`config.mk`:
```
export PLATFORM = sky130hd
export DESIGN_NAME = linebuf_ctrl_flat
export DESIGN_NICKNAME = d
export VERILOG_FILES = /design/src/rtl/sobel_pkg.sv /design/src/rtl/linebuf_ctrl_if.sv /design/src/rtl/col_skid_fifo.sv /design/src/rtl/linebuf_ctrl.sv /design/src/flat_wrapper.sv
export SDC_FILE = /design/constraint.sdc
export NUM_CORES = 1
export LEC_CHECK = 0
export ABC_AREA = 1
export BUFFER_PORTS_ARGS = -buffer_cell sky130_fd_sc_hd__buf_2
export CAP_MARGIN = 30
export CORE_MARGIN = 10
export CORE_UTILIZATION = 44
export CTS_BUF_LIST = sky130_fd_sc_hd__clkbuf_4 sky130_fd_sc_hd__clkbuf_8
export DETAILED_ROUTE_END_ITERATION = 8
export GPL_ROUTABILITY_DRIVEN = 1
export SETUP_SLACK_MARGIN = 0.15
export SYNTH_ARGS = -nofsm -noshare
export SYNTH_HDL_FRONTEND = slang
export SYNTH_HIERARCHICAL = 1
export SYNTH_SLANG_ARGS = --single-unit
```
`constraint.sdc`:
```
create_clock -name clk -period 2.9 [get_ports clk]
set_input_delay 0.58 -clock clk [delete_from_list [all_inputs] [get_ports clk]]
set_output_delay 0.58 -clock clk [all_outputs]
set_load 0.01 [all_outputs]
```
`src/rtl/sobel_pkg.sv`:
```
// Shared definitions for the Sobel line-buffer path.
//   IMG_W / IMG_H   : frame geometry (pixels per row / rows per frame)
//   ADDR_W / ROW_W  : line-buffer address / column counter width, row counter width
//   pixel_t         : 8-bit grayscale pixel
//   col_word_t      : one vertical 3-pixel column with position and border flags
//   fifo_ptr_inc    : wrap-around increment for the 3-entry column FIFO pointers
package sobel_pkg;

  localparam int unsigned IMG_W      = 320;
  localparam int unsigned IMG_H      = 240;
  localparam int unsigned ADDR_W     = 9;
  localparam int unsigned ROW_W      = 8;
  localparam int unsigned FIFO_DEPTH = 3;

  typedef logic [7:0] pixel_t;

  typedef struct packed {
    pixel_t              top;
    pixel_t              mid;
    pixel_t              bot;
    logic [ADDR_W-1:0]   col;
    logic [ROW_W-1:0]    row;
    logic                eol;
    logic                eof;
  } col_word_t;

  function automatic logic [1:0] fifo_ptr_inc(input logic [1:0] p);
    return (p == 2'(FIFO_DEPTH - 1)) ? 2'd0 : p + 2'd1;
  endfunction

endpackage

```
`src/rtl/linebuf_ctrl_if.sv`:
```
// Bus bundle for linebuf_ctrl: pixel input stream, line-buffer RAM port
// and column output stream.
//   master : controller view (drives in_ready, lb_*, out_* except out_ready)
//   slave  : environment view (pixel source, the two RAMs, column sink)
interface linebuf_ctrl_if;
  import sobel_pkg::*;

  logic              in_valid;
  logic              in_ready;
  pixel_t            in_pixel;
  logic              in_sof;

  logic [1:0]        lb_we;
  logic [ADDR_W-1:0] lb_waddr;
  pixel_t            lb_din;
  logic [ADDR_W-1:0] lb_raddr;
  pixel_t            lb0_dout;
  pixel_t            lb1_dout;

  logic              out_valid;
  logic              out_ready;
  pixel_t            out_top;
  pixel_t            out_mid;
  pixel_t            out_bot;
  logic [ADDR_W-1:0] out_col;
  logic [ROW_W-1:0]  out_row;
  logic              out_eol;
  logic              out_eof;

  modport master (
    input  in_valid, in_pixel, in_sof, lb0_dout, lb1_dout, out_ready,
    output in_ready, lb_we, lb_waddr, lb_din, lb_raddr,
           out_valid, out_top, out_mid, out_bot, out_col, out_row, out_eol, out_eof
  );

  modport slave (
    output in_valid, in_pixel, in_sof, lb0_dout, lb1_dout, out_ready,
    input  in_ready, lb_we, lb_waddr, lb_din, lb_raddr,
           out_valid, out_top, out_mid, out_bot, out_col, out_row, out_eol, out_eof
  );

endinterface

```
`src/rtl/col_skid_fifo.sv`:
```
// 3-entry column FIFO between the S1 stage and the column output.
//   clk, rst_n : clock, asynchronous active-low reset
//   i_push     : write i_data (caller guarantees room)
//   i_pop      : remove head (ignored when empty)
//   o_head     : head entry (all-zero when empty after reset)
//   o_count    : number of stored entries, 0..3
module col_skid_fifo
  import sobel_pkg::*;
(
  input  logic       clk,
  input  logic       rst_n,
  input  logic       i_push,
  input  col_word_t  i_data,
  input  logic       i_pop,
  output col_word_t  o_head,
  output logic [1:0] o_count
);

  col_word_t  r_mem [FIFO_DEPTH];
  logic [1:0] r_wp;
  logic [1:0] r_rp;
  logic [1:0] r_count;
  logic       w_pop;
  logic       w_push;

  assign w_pop  = i_pop & (r_count != 2'd0);
  assign w_push = i_push & ((r_count < 2'(FIFO_DEPTH)) | w_pop);

  always_ff @(posedge clk or negedge rst_n) begin
    if (!rst_n) begin
      for (int unsigned i = 0; i < FIFO_DEPTH; i++) r_mem[i] <= '0;
      r_wp    <= '0;
      r_rp    <= '0;
      r_count <= '0;
    end else begin
      if (w_push) begin
        r_mem[r_wp] <= i_data;
        r_wp        <= fifo_ptr_inc(r_wp);
      end
      if (w_pop) r_rp <= fifo_ptr_inc(r_rp);
      case ({w_push, w_pop})
        2'b10:   r_count <= r_count + 2'd1;
        2'b01:   r_count <= r_count - 2'd1;
        default: r_count <= r_count;
      endcase
    end
  end

  assign o_head  = r_mem[r_rp];
  assign o_count = r_count;

endmodule

```
`src/rtl/linebuf_ctrl.sv`:
```
// Line-buffer sequencer for the Sobel path. Accepts a raster pixel stream and
// emits one vertical column (rows r-2, r-1, r) per accepted pixel using two
// external 320x8 read-first RAMs with 1-cycle read latency.
//   clk   : rising-edge clock
//   rst_n : asynchronous active-low reset
//   bus   : linebuf_ctrl_if.master (in_* stream, lb_* RAM port, out_* stream)
// Optional build macro LINEBUF_EDGE_REPLICATE_EN: rows 0/1 replicate the
// nearest valid row instead of forcing missing rows to zero.
module linebuf_ctrl
  import sobel_pkg::*;
(
  input  logic           clk,
  input  logic           rst_n,
  linebuf_ctrl_if.master bus
);

  logic [ADDR_W-1:0] r_col;
  logic [ROW_W-1:0]  r_row;
  logic              r_sel;
  logic [ADDR_W-1:0] r_addr;
  pixel_t            r_din;

  logic              r_s1_valid;
  pixel_t            r_s1_pix;
  logic [ADDR_W-1:0] r_s1_col;
  logic [ROW_W-1:0]  r_s1_row;
  logic              r_s1_sel;

  logic              w_accept;
  logic [ADDR_W-1:0] w_col_cur;
  logic [ROW_W-1:0]  w_row_cur;
  logic              w_last_col;
  logic              w_last_row;
  logic [2:0]        w_occupancy;
  logic [1:0]        w_fifo_count;
  col_word_t         w_word;
  col_word_t         w_head;
  pixel_t            w_rd_old;
  pixel_t            w_rd_prev;

  // sof restarts the frame at the pixel that carries it
  assign w_col_cur  = bus.in_sof ? '0 : r_col;
  assign w_row_cur  = bus.in_sof ? '0 : r_row;
  assign w_last_col = (w_col_cur == ADDR_W'(IMG_W - 1));
  assign w_last_row = (w_row_cur == ROW_W'(IMG_H - 1));

  // Counts words already in flight so the FIFO can never overflow even
  // without looking at a same-cycle pop.
  assign w_occupancy  = {1'b0, w_fifo_count} + {2'b00, r_s1_valid};
  assign bus.in_ready = rst_n & (w_occupancy < 3'(FIFO_DEPTH));
  assign w_accept     = bus.in_valid & bus.in_ready;

  assign bus.lb_we    = w_accept ? (r_sel ? 2'b10 : 2'b01) : 2'b00;
  assign bus.lb_waddr = w_accept ? w_col_cur : r_addr;
  assign bus.lb_raddr = w_accept ? w_col_cur : r_addr;
  assign bus.lb_din   = w_accept ? bus.in_pixel : r_din;

  always_ff @(posedge clk or negedge rst_n) begin
    if (!rst_n) begin
      r_col      <= '0;
      r_row      <= '0;
      r_sel      <= 1'b0;
      r_addr     <= '0;
      r_din      <= '0;
      r_s1_valid <= 1'b0;
      r_s1_pix   <= '0;
      r_s1_col   <= '0;
      r_s1_row   <= '0;
      r_s1_sel   <= 1'b0;
    end else begin
      r_s1_valid <= w_accept;
      if (w_accept) begin
        r_addr   <= w_col_cur;
        r_din    <= bus.in_pixel;
        r_s1_pix <= bus.in_pixel;
        r_s1_col <= w_col_cur;
        r_s1_row <= w_row_cur;
        r_s1_sel <= r_sel;
        if (w_last_col) begin
          r_col <= '0;
          r_row <= w_last_row ? '0 : w_row_cur + ROW_W'(1);
          r_sel <= ~r_sel;
        end else begin
          r_col <= w_col_cur + ADDR_W'(1);
          r_row <= w_row_cur;
        end
      end
    end
  end

  // buffer[sel] was just overwritten read-first, so its dout is row r-2
  assign w_rd_old  = r_s1_sel ? bus.lb1_dout : bus.lb0_dout;
  assign w_rd_prev = r_s1_sel ? bus.lb0_dout : bus.lb1_dout;

  always_comb begin
    w_word     = '0;
    w_word.bot = r_s1_pix;
    w_word.mid = w_rd_prev;
    w_word.top = w_rd_old;
`ifdef LINEBUF_EDGE_REPLICATE_EN
    if (r_s1_row == ROW_W'(0)) begin
      w_word.top = r_s1_pix;
      w_word.mid = r_s1_pix;
    end else if (r_s1_row == ROW_W'(1)) begin
      w_word.top = w_rd_prev;
    end
`else
    if (r_s1_row < ROW_W'(2)) w_word.top = '0;
    if (r_s1_row == ROW_W'(0)) w_word.mid = '0;
`endif
    w_word.col = r_s1_col;
    w_word.row = r_s1_row;
    w_word.eol = (r_s1_col == ADDR_W'(IMG_W - 1));
    w_word.eof = w_word.eol & (r_s1_row == ROW_W'(IMG_H - 1));
  end

  col_skid_fifo u_fifo (
    .clk     (clk),
    .rst_n   (rst_n),
    .i_push  (r_s1_valid),
    .i_data  (w_word),
    .i_pop   (bus.out_valid & bus.out_ready),
    .o_head  (w_head),
    .o_count (w_fifo_count)
  );

  assign bus.out_valid = (w_fifo_count != 2'd0);
  assign bus.out_top   = w_head.top;
  assign bus.out_mid   = w_head.mid;
  assign bus.out_bot   = w_head.bot;
  assign bus.out_col   = w_head.col;
  assign bus.out_row   = w_head.row;
  assign bus.out_eol   = w_head.eol;
  assign bus.out_eof   = w_head.eof;

endmodule

```
`src/flat_wrapper.sv`:
```
// flat-port wrapper written by rule: the top's interface ports become plain ports
module linebuf_ctrl_flat import sobel_pkg::*;
  (clk, rst_n, bus_in_valid, bus_in_pixel, bus_in_sof, bus_lb0_dout, bus_lb1_dout, bus_out_ready, bus_in_ready, bus_lb_we, bus_lb_waddr, bus_lb_din, bus_lb_raddr, bus_out_valid, bus_out_top, bus_out_mid, bus_out_bot, bus_out_col, bus_out_row, bus_out_eol, bus_out_eof);
  linebuf_ctrl_if bus_i ();
  input  logic clk;
  input  logic rst_n;
  input wire logic [$bits(bus_i.in_valid)-1:0] bus_in_valid;
  input wire logic [$bits(bus_i.in_pixel)-1:0] bus_in_pixel;
  input wire logic [$bits(bus_i.in_sof)-1:0] bus_in_sof;
  input wire logic [$bits(bus_i.lb0_dout)-1:0] bus_lb0_dout;
  input wire logic [$bits(bus_i.lb1_dout)-1:0] bus_lb1_dout;
  input wire logic [$bits(bus_i.out_ready)-1:0] bus_out_ready;
  output wire logic [$bits(bus_i.in_ready)-1:0] bus_in_ready;
  output wire logic [$bits(bus_i.lb_we)-1:0] bus_lb_we;
  output wire logic [$bits(bus_i.lb_waddr)-1:0] bus_lb_waddr;
  output wire logic [$bits(bus_i.lb_din)-1:0] bus_lb_din;
  output wire logic [$bits(bus_i.lb_raddr)-1:0] bus_lb_raddr;
  output wire logic [$bits(bus_i.out_valid)-1:0] bus_out_valid;
  output wire logic [$bits(bus_i.out_top)-1:0] bus_out_top;
  output wire logic [$bits(bus_i.out_mid)-1:0] bus_out_mid;
  output wire logic [$bits(bus_i.out_bot)-1:0] bus_out_bot;
  output wire logic [$bits(bus_i.out_col)-1:0] bus_out_col;
  output wire logic [$bits(bus_i.out_row)-1:0] bus_out_row;
  output wire logic [$bits(bus_i.out_eol)-1:0] bus_out_eol;
  output wire logic [$bits(bus_i.out_eof)-1:0] bus_out_eof;
  assign bus_i.in_valid = bus_in_valid;
  assign bus_i.in_pixel = bus_in_pixel;
  assign bus_i.in_sof = bus_in_sof;
  assign bus_i.lb0_dout = bus_lb0_dout;
  assign bus_i.lb1_dout = bus_lb1_dout;
  assign bus_i.out_ready = bus_out_ready;
  assign bus_in_ready = bus_i.in_ready;
  assign bus_lb_we = bus_i.lb_we;
  assign bus_lb_waddr = bus_i.lb_waddr;
  assign bus_lb_din = bus_i.lb_din;
  assign bus_lb_raddr = bus_i.lb_raddr;
  assign bus_out_valid = bus_i.out_valid;
  assign bus_out_top = bus_i.out_top;
  assign bus_out_mid = bus_i.out_mid;
  assign bus_out_bot = bus_i.out_bot;
  assign bus_out_col = bus_i.out_col;
  assign bus_out_row = bus_i.out_row;
  assign bus_out_eol = bus_i.out_eol;
  assign bus_out_eof = bus_i.out_eof;
  linebuf_ctrl u_core (.clk(clk), .rst_n(rst_n), .bus(bus_i));
endmodule
```
* Word-level counts from Yosys, hierarchy flattened *
Cells that the tools add are included.

cells by class
  $add $sub $neg = 7
  $lt $le $gt $ge = 6
  equal/unequal tests = 8
  mux-type cells = 22
  bitwise logic cells = 10
  reduce and logical (&&, ||, !) cells = 5

operators with widths
  kind                                                                   number
  129-bit bitwise mux                                                    1
  43-bit two-way mux                                                     3
  43-bit binary-select mux with 2-bit select                             1
  43-bit demux with 2-bit select                                         1
  8-bit two-way mux                                                      8
  9-bit two-way mux                                                      3
  9-bit equality test, second input constant                             2
  8-bit equality test, second input constant                             2
  9-bit by 1-bit adder with 9-bit output, second input constant          1
  8-bit by 1-bit adder with 8-bit output, second input constant          1
  8-bit logical NOT                                                      1
  8-bit by 2-bit < comparator with 1-bit output, second input constant   1
  2-bit two-way mux                                                      4
  2-bit by 1-bit adder with 2-bit output, second input constant          3
  1-bit bitwise AND                                                      6
  2-bit equality test, second input constant                             3
  3-bit greater-or-equal comparator, second input constant               2
  2-bit inverter with 3-bit output                                       2
  2-bit one-hot mux with 2 select lines                                  1
  2-bit nonzero test                                                     2
  2-bit by 1-bit adder with 3-bit output                                 1
  3-bit by 1-bit < comparator with 1-bit output, second input constant   1
  3-bit by 2-bit < comparator with 1-bit output, second input constant   1
  2-bit by 1-bit equality test with 1-bit output, second input constant  1
  6 further kinds                                                        6

word-level totals
  flip-flop bits (word level) = 197
  input port bits = 29
  logic and storage cells = 92

* Longest topological paths before layout *
  word-level depth = 7
  mapped depth = 12
  gate-level depth less buffers = 12

* By module *
Netlist, hierarchy kept.

modules (own cells, without submodules)
  module         times used  cells an instance  area an instance (um^2)
  col_skid_fifo  1           797                6306.0
  linebuf_ctrl   1           420                3309.4

* Least setup slack after synthesis *
Ideal clock, no wire load.

  path kind = flip-flop to output port
  start point = reg u_core.u_fifo.r_count[0], in the netlist u_core/u_fifo/o_count[0]
  end point = out bus_lb_waddr[3]
  arrival time = 1.859 ns
  data required time = 2.320 ns
  slack = 0.461 ns
  cell stages (with the launch flop) = 11
  path through = dfrtp_1 -> ha_1 -> ha_1 -> nand2_1 -> nand2_1 -> nor2_4 -> buf_6 -> buf_4 -> nand2_1 -> nand2_1 -> buf_4

on the way
  longest elaborated chain between the ends = 5

RTL lines
  element                                        line                 RTL
  start, declared                                col_skid_fifo.sv:22  logic [1:0] r_count;
  start signal, assigned                         col_skid_fifo.sv:42  2'b10: r_count <= r_count + 2'd1;
  start signal, assigned                         col_skid_fifo.sv:43  2'b01: r_count <= r_count - 2'd1;
  start signal, assigned                         col_skid_fifo.sv:44  default: r_count <= r_count;
  2-bit by 1-bit adder with 3-bit output         linebuf_ctrl.sv:49   assign w_occupancy = {1'b0, w_fifo_count} + {2'b00, r_s1_valid};
  3-bit by 2-bit < comparator with 1-bit output  linebuf_ctrl.sv:50   assign bus.in_ready = rst_n & (w_occupancy < 3'(FIFO_DEPTH));
  1-bit bitwise AND                              linebuf_ctrl.sv:50
  1-bit bitwise AND                              linebuf_ctrl.sv:51   assign w_accept = bus.in_valid & bus.in_ready;
  net u_core.w_accept                            linebuf_ctrl.sv:29   logic w_accept;
  9-bit two-way mux                              n/a
  end, declared                                  flat_wrapper.sv:15   output wire logic [$bits(bus_i.lb_waddr)-1:0] bus_lb_waddr;

The timed path passes the listed nets, and every way through them passes these cells.

* Worst setup path in the final report *
  start point = reg u_core.r_s1_valid
  end point = reg u_core.r_din[4]

on the way
  longest elaborated chain between the ends = 5

RTL lines
  element                                        line                RTL
  start, declared                                linebuf_ctrl.sv:23  logic r_s1_valid;
  start signal, assigned                         linebuf_ctrl.sv:71  r_s1_valid <= w_accept;
  2-bit by 1-bit adder with 3-bit output         linebuf_ctrl.sv:49
  3-bit by 2-bit < comparator with 1-bit output  linebuf_ctrl.sv:50
  1-bit bitwise AND                              linebuf_ctrl.sv:50
  1-bit bitwise AND                              linebuf_ctrl.sv:51
  8-bit two-way mux                              n/a
  end signal, assigned                           linebuf_ctrl.sv:74  r_din <= bus.in_pixel;
  end, declared                                  linebuf_ctrl.sv:21  pixel_t r_din;

Every way passes these cells.
A chain may end at the register's enable or synchronous reset.

==> summary.txt <==
Setup crit end kind = flop
R2r startpoint = u_core/r_s1_valid
Cell Area, Synth = 0.00962 mm²
Critical Path AT = 3.16 ns
IO Port Bufs = 101
Global-route wire length before repair = 45.5 mm
DRT Pass-1 Iters = 5
Final min period = 2.79 ns
Top cell type's share of synthesized area = 0.513
Gp weighted congestion = 0.860
Core Region = 0.0217 mm²
Detailed placement HPWL = 17.0 mm
Root buf cell = clkbuf_8
Die Width = 168 µm
Worst r2r path cells = 19
Area grow syn2layout = 19.3%
DIE AREA = 0.0282 mm²
Vias = 8,594
CP Buf/Inv Count = 12
FMAX = 359 MHz
Drt wl/cell = 17.4 µm
Die Span Y = 168 µm
Top Ports = 102
Leading area contributor after synthesis = dfrtp_1
Post-route clock period utilization = 0.961
R2R Setup Slk = 0.11 ns
Placed insts = 1,541
Cell Chain, Critical Path = ha_4 > ha_4 > nand2_2 > nand2_2 > nor2_4 > buf_12 > buf_16 > nand2_4 > nand2_4 > buf_4 > buf_4 > buf_4 > buf_4 > buf_4 > buf_4 > buf_4 > buf_4 > buf_4 > buf_4
Top cells by area, synth = dfrtp_1 51%, nand2_1 21%, nand4_1 8.8%
Nets = 1,344
Synthesized area per cell = 7.90 µm²
Rows = 54
Unique masters post-synth = 38
DRT antenna net count = 0
R2R Path End = u_core/r_din[4]
CP Max Fanout = 8
Slowest Stage Delay on Critical Path = 0.50 ns
Leak = 0.00614 µW
#FFs+latches synth = 197
Clock Path Buffers = 2
Clk slew on worst S/H paths = 0.10 ns
CTS tree = yes
Hold_sp = bus_in_pixel[0]
Global Route Usage Sum = 0.196
Final Max Tran Viols = 0
Slowest-stage cell, CP = dfrtp_4
Hold crit path type = in2reg
Largest net degree at the start of global routing = 96
Hold path depth = 3
Initial antenna violation count = 1
Peak supply drop = 0.520 mV
Layout Cells excl Fill = 1,603
DR vias/cell = 5.36
Total grt overflow = 0
Final Core Density = 0.529
RSZ-0062 raised after global routing = true
Synthesized Nets = 1,251
ANT cells = 0
Clock sink total = 197
Final WL = 28.0 mm
Top delay family on crit path = buffers and inverters
Seq/Total Area, Yosys = 0.513
Synth Instances = 1,217
Min-Delay Endpoint = u_core/r_s1_pix[0]
Drt drc = 0
Slew HR = 0.324
Syn. warnings = 6
Final Skew = 0.0155 ns
Worst skew pair latency = 0.48 ns
Most used cell, CP = buf_4
Starting Density = 0.443
# setup viols final = 0
Critical path launch point type = flop
Via count of the first global-routing pass = 8,440
H-Tree Depth = 4
Status = complete, no violations
Max Cap Violations = 0
Worst-margin pin slew = 1.01 ns
WP data required = 3.28 ns
Initial detailed-routing violation count = 727
Final TNS setup = 0 ns
Power per cell area = 883 mW/mm²
Hold Vio Cnt, Final = 0
Layout cell share with drive strength beyond 1 = 0.205
Worst Setup Path Type = reg2reg
TritonCTS buffer count = 17
logic make-up after synthesis:
family	synth area share
compound gates	0.0268
flops	0.513
buf+inv	0.0651
xor+xnor	0.00547
fa+ha+maj	0.00651
simple gates	0.383
routing by layer:
| metal | wire (µm) | vias to the layer above | track usage |
|---|---|---|---|
| met3 | 1630 | 34 | 0.0403 |
| met4 | 408 | 2 | 0.0534 |
| li1 | - | 4154 | - |
| met2 | 13300 | 248 | 0.316 |
| met5 | 7 | - | 0 |
| met1 | 12600 | 4156 | 0.262 |
tightest hold or removal path, delay by kind of cell:
family                 cells  cell delay, ns
buffers and inverters      1            0.07
and+or+nand+nor            2            0.12
final cells by class:
type / instances / area (µm²)
timing repair buffer: 162 / 1230
multi-input combinational: 875 / 4350
clock inverter: 11 / 103
sequential: 197 / 4930
clock buffer: 21 / 270
inverter: 57 / 226
fill: 2115 / 10200
tap: 280 / 350
stage by stage:
stage               setup WS [ns]  power, µW  hold WS, ns  instance area [µm²]
floorplan                   0.461       6370        0.284                 9620
CTS                        0.0983      10000        0.287                11200
global placement            0.330       7920        0.447                10400
global route               0.0593      10800        0.317                11500
finish                      0.115      10100        0.328                11500
detailed placement          0.338       7970        0.451                10400
state kept, by name, summed over array words and instances, names as in the netlist:
register and cells:
u_core/r_sel 1, u_core/r_s1_pix 8, u_core/r_s1_valid 1, u_core/r_col 9
u_core/r_s1_sel 1, u_core/r_din 8, u_core/r_row 8, u_core/u_fifo/r_wp 2
u_core/u_fifo/r_mem 129, u_core/r_s1_row 8, u_core/u_fifo/o_count 2, u_core/u_fifo/r_rp 2
u_core/r_s1_col 9, u_core/r_addr 9
cell usage in the layout (no fill, tap or decap), drive strengths merged:
cell type,synthesis,layout
ha,5,5
xnor2,2,2
o21bai,1,1
nand2,552,552
buf,34,160
dfrtp,197,197
inv,56,57
nand3b,1,1
o22ai,1,1
or2,2,2
nor3,3,3
dlygate4sd3,0,1
o21ai,17,17
clkinvlp,0,6
clkbuf,54,22
bufinv,0,1
nand3,80,80
nand4,136,136
a211oi,14,14
nor4,1,1
a21oi,4,4
clkinv,1,4
xor2,4,4
o21a,4,4
nor2,48,48
power by group:
| part | leakage [µW] | internal [µW] | total [µW] | switching [µW] |
|---|---|---|---|---|
| registers | 0.00261 | 3540 | 4080 | 543 |
| clock network | 0.000175 | 731 | 1720 | 992 |
| logic | 0.00336 | 1510 | 4320 | 2810 |
worst max path at each step:
stage / start / end / cells past startpoint
global route: u_core/r_s1_valid / u_core/r_din[4] / 19
global placement: u_core/r_s1_valid / bus_lb_we[0] / 9
finish: u_core/r_s1_valid / u_core/r_din[4] / 19
detailed placement: u_core/r_s1_valid / bus_lb_we[0] / 9
floorplan: u_core/u_fifo/o_count[0] / bus_lb_waddr[3] / 10
CTS: u_core/r_s1_valid / bus_lb_waddr[0] / 9
repair_timing:
| item | in CTS | in global routing |
|---|---|---|
| pin swaps | 21 | 11 |
| gates cloned | 1 | 0 |
| hold buffers | 0 | 1 |
| buffers inserted | 20 | 7 |
| gates resized for setup | 63 | 33 |
| endpoints found under the setup margin | 28 | 36 |
| endpoints found under the hold margin | 0 | 1 |
cell usage after synthesis, drive strengths merged:
library cell / n
nand2: 552
or2: 2
o22ai: 1
nand3b: 1
inv: 56
xnor2: 2
nor4: 1
o21ai: 17
a21oi: 4
dfrtp: 197
nor2: 48
nand3: 80
xor2: 4
buf: 34
a211oi: 14
ha: 5
nor3: 3
clkinv: 1
o21bai: 1
clkbuf: 54
nand4: 136
o21a: 4
No activity file was read; power rests on OpenSTA's default activity.
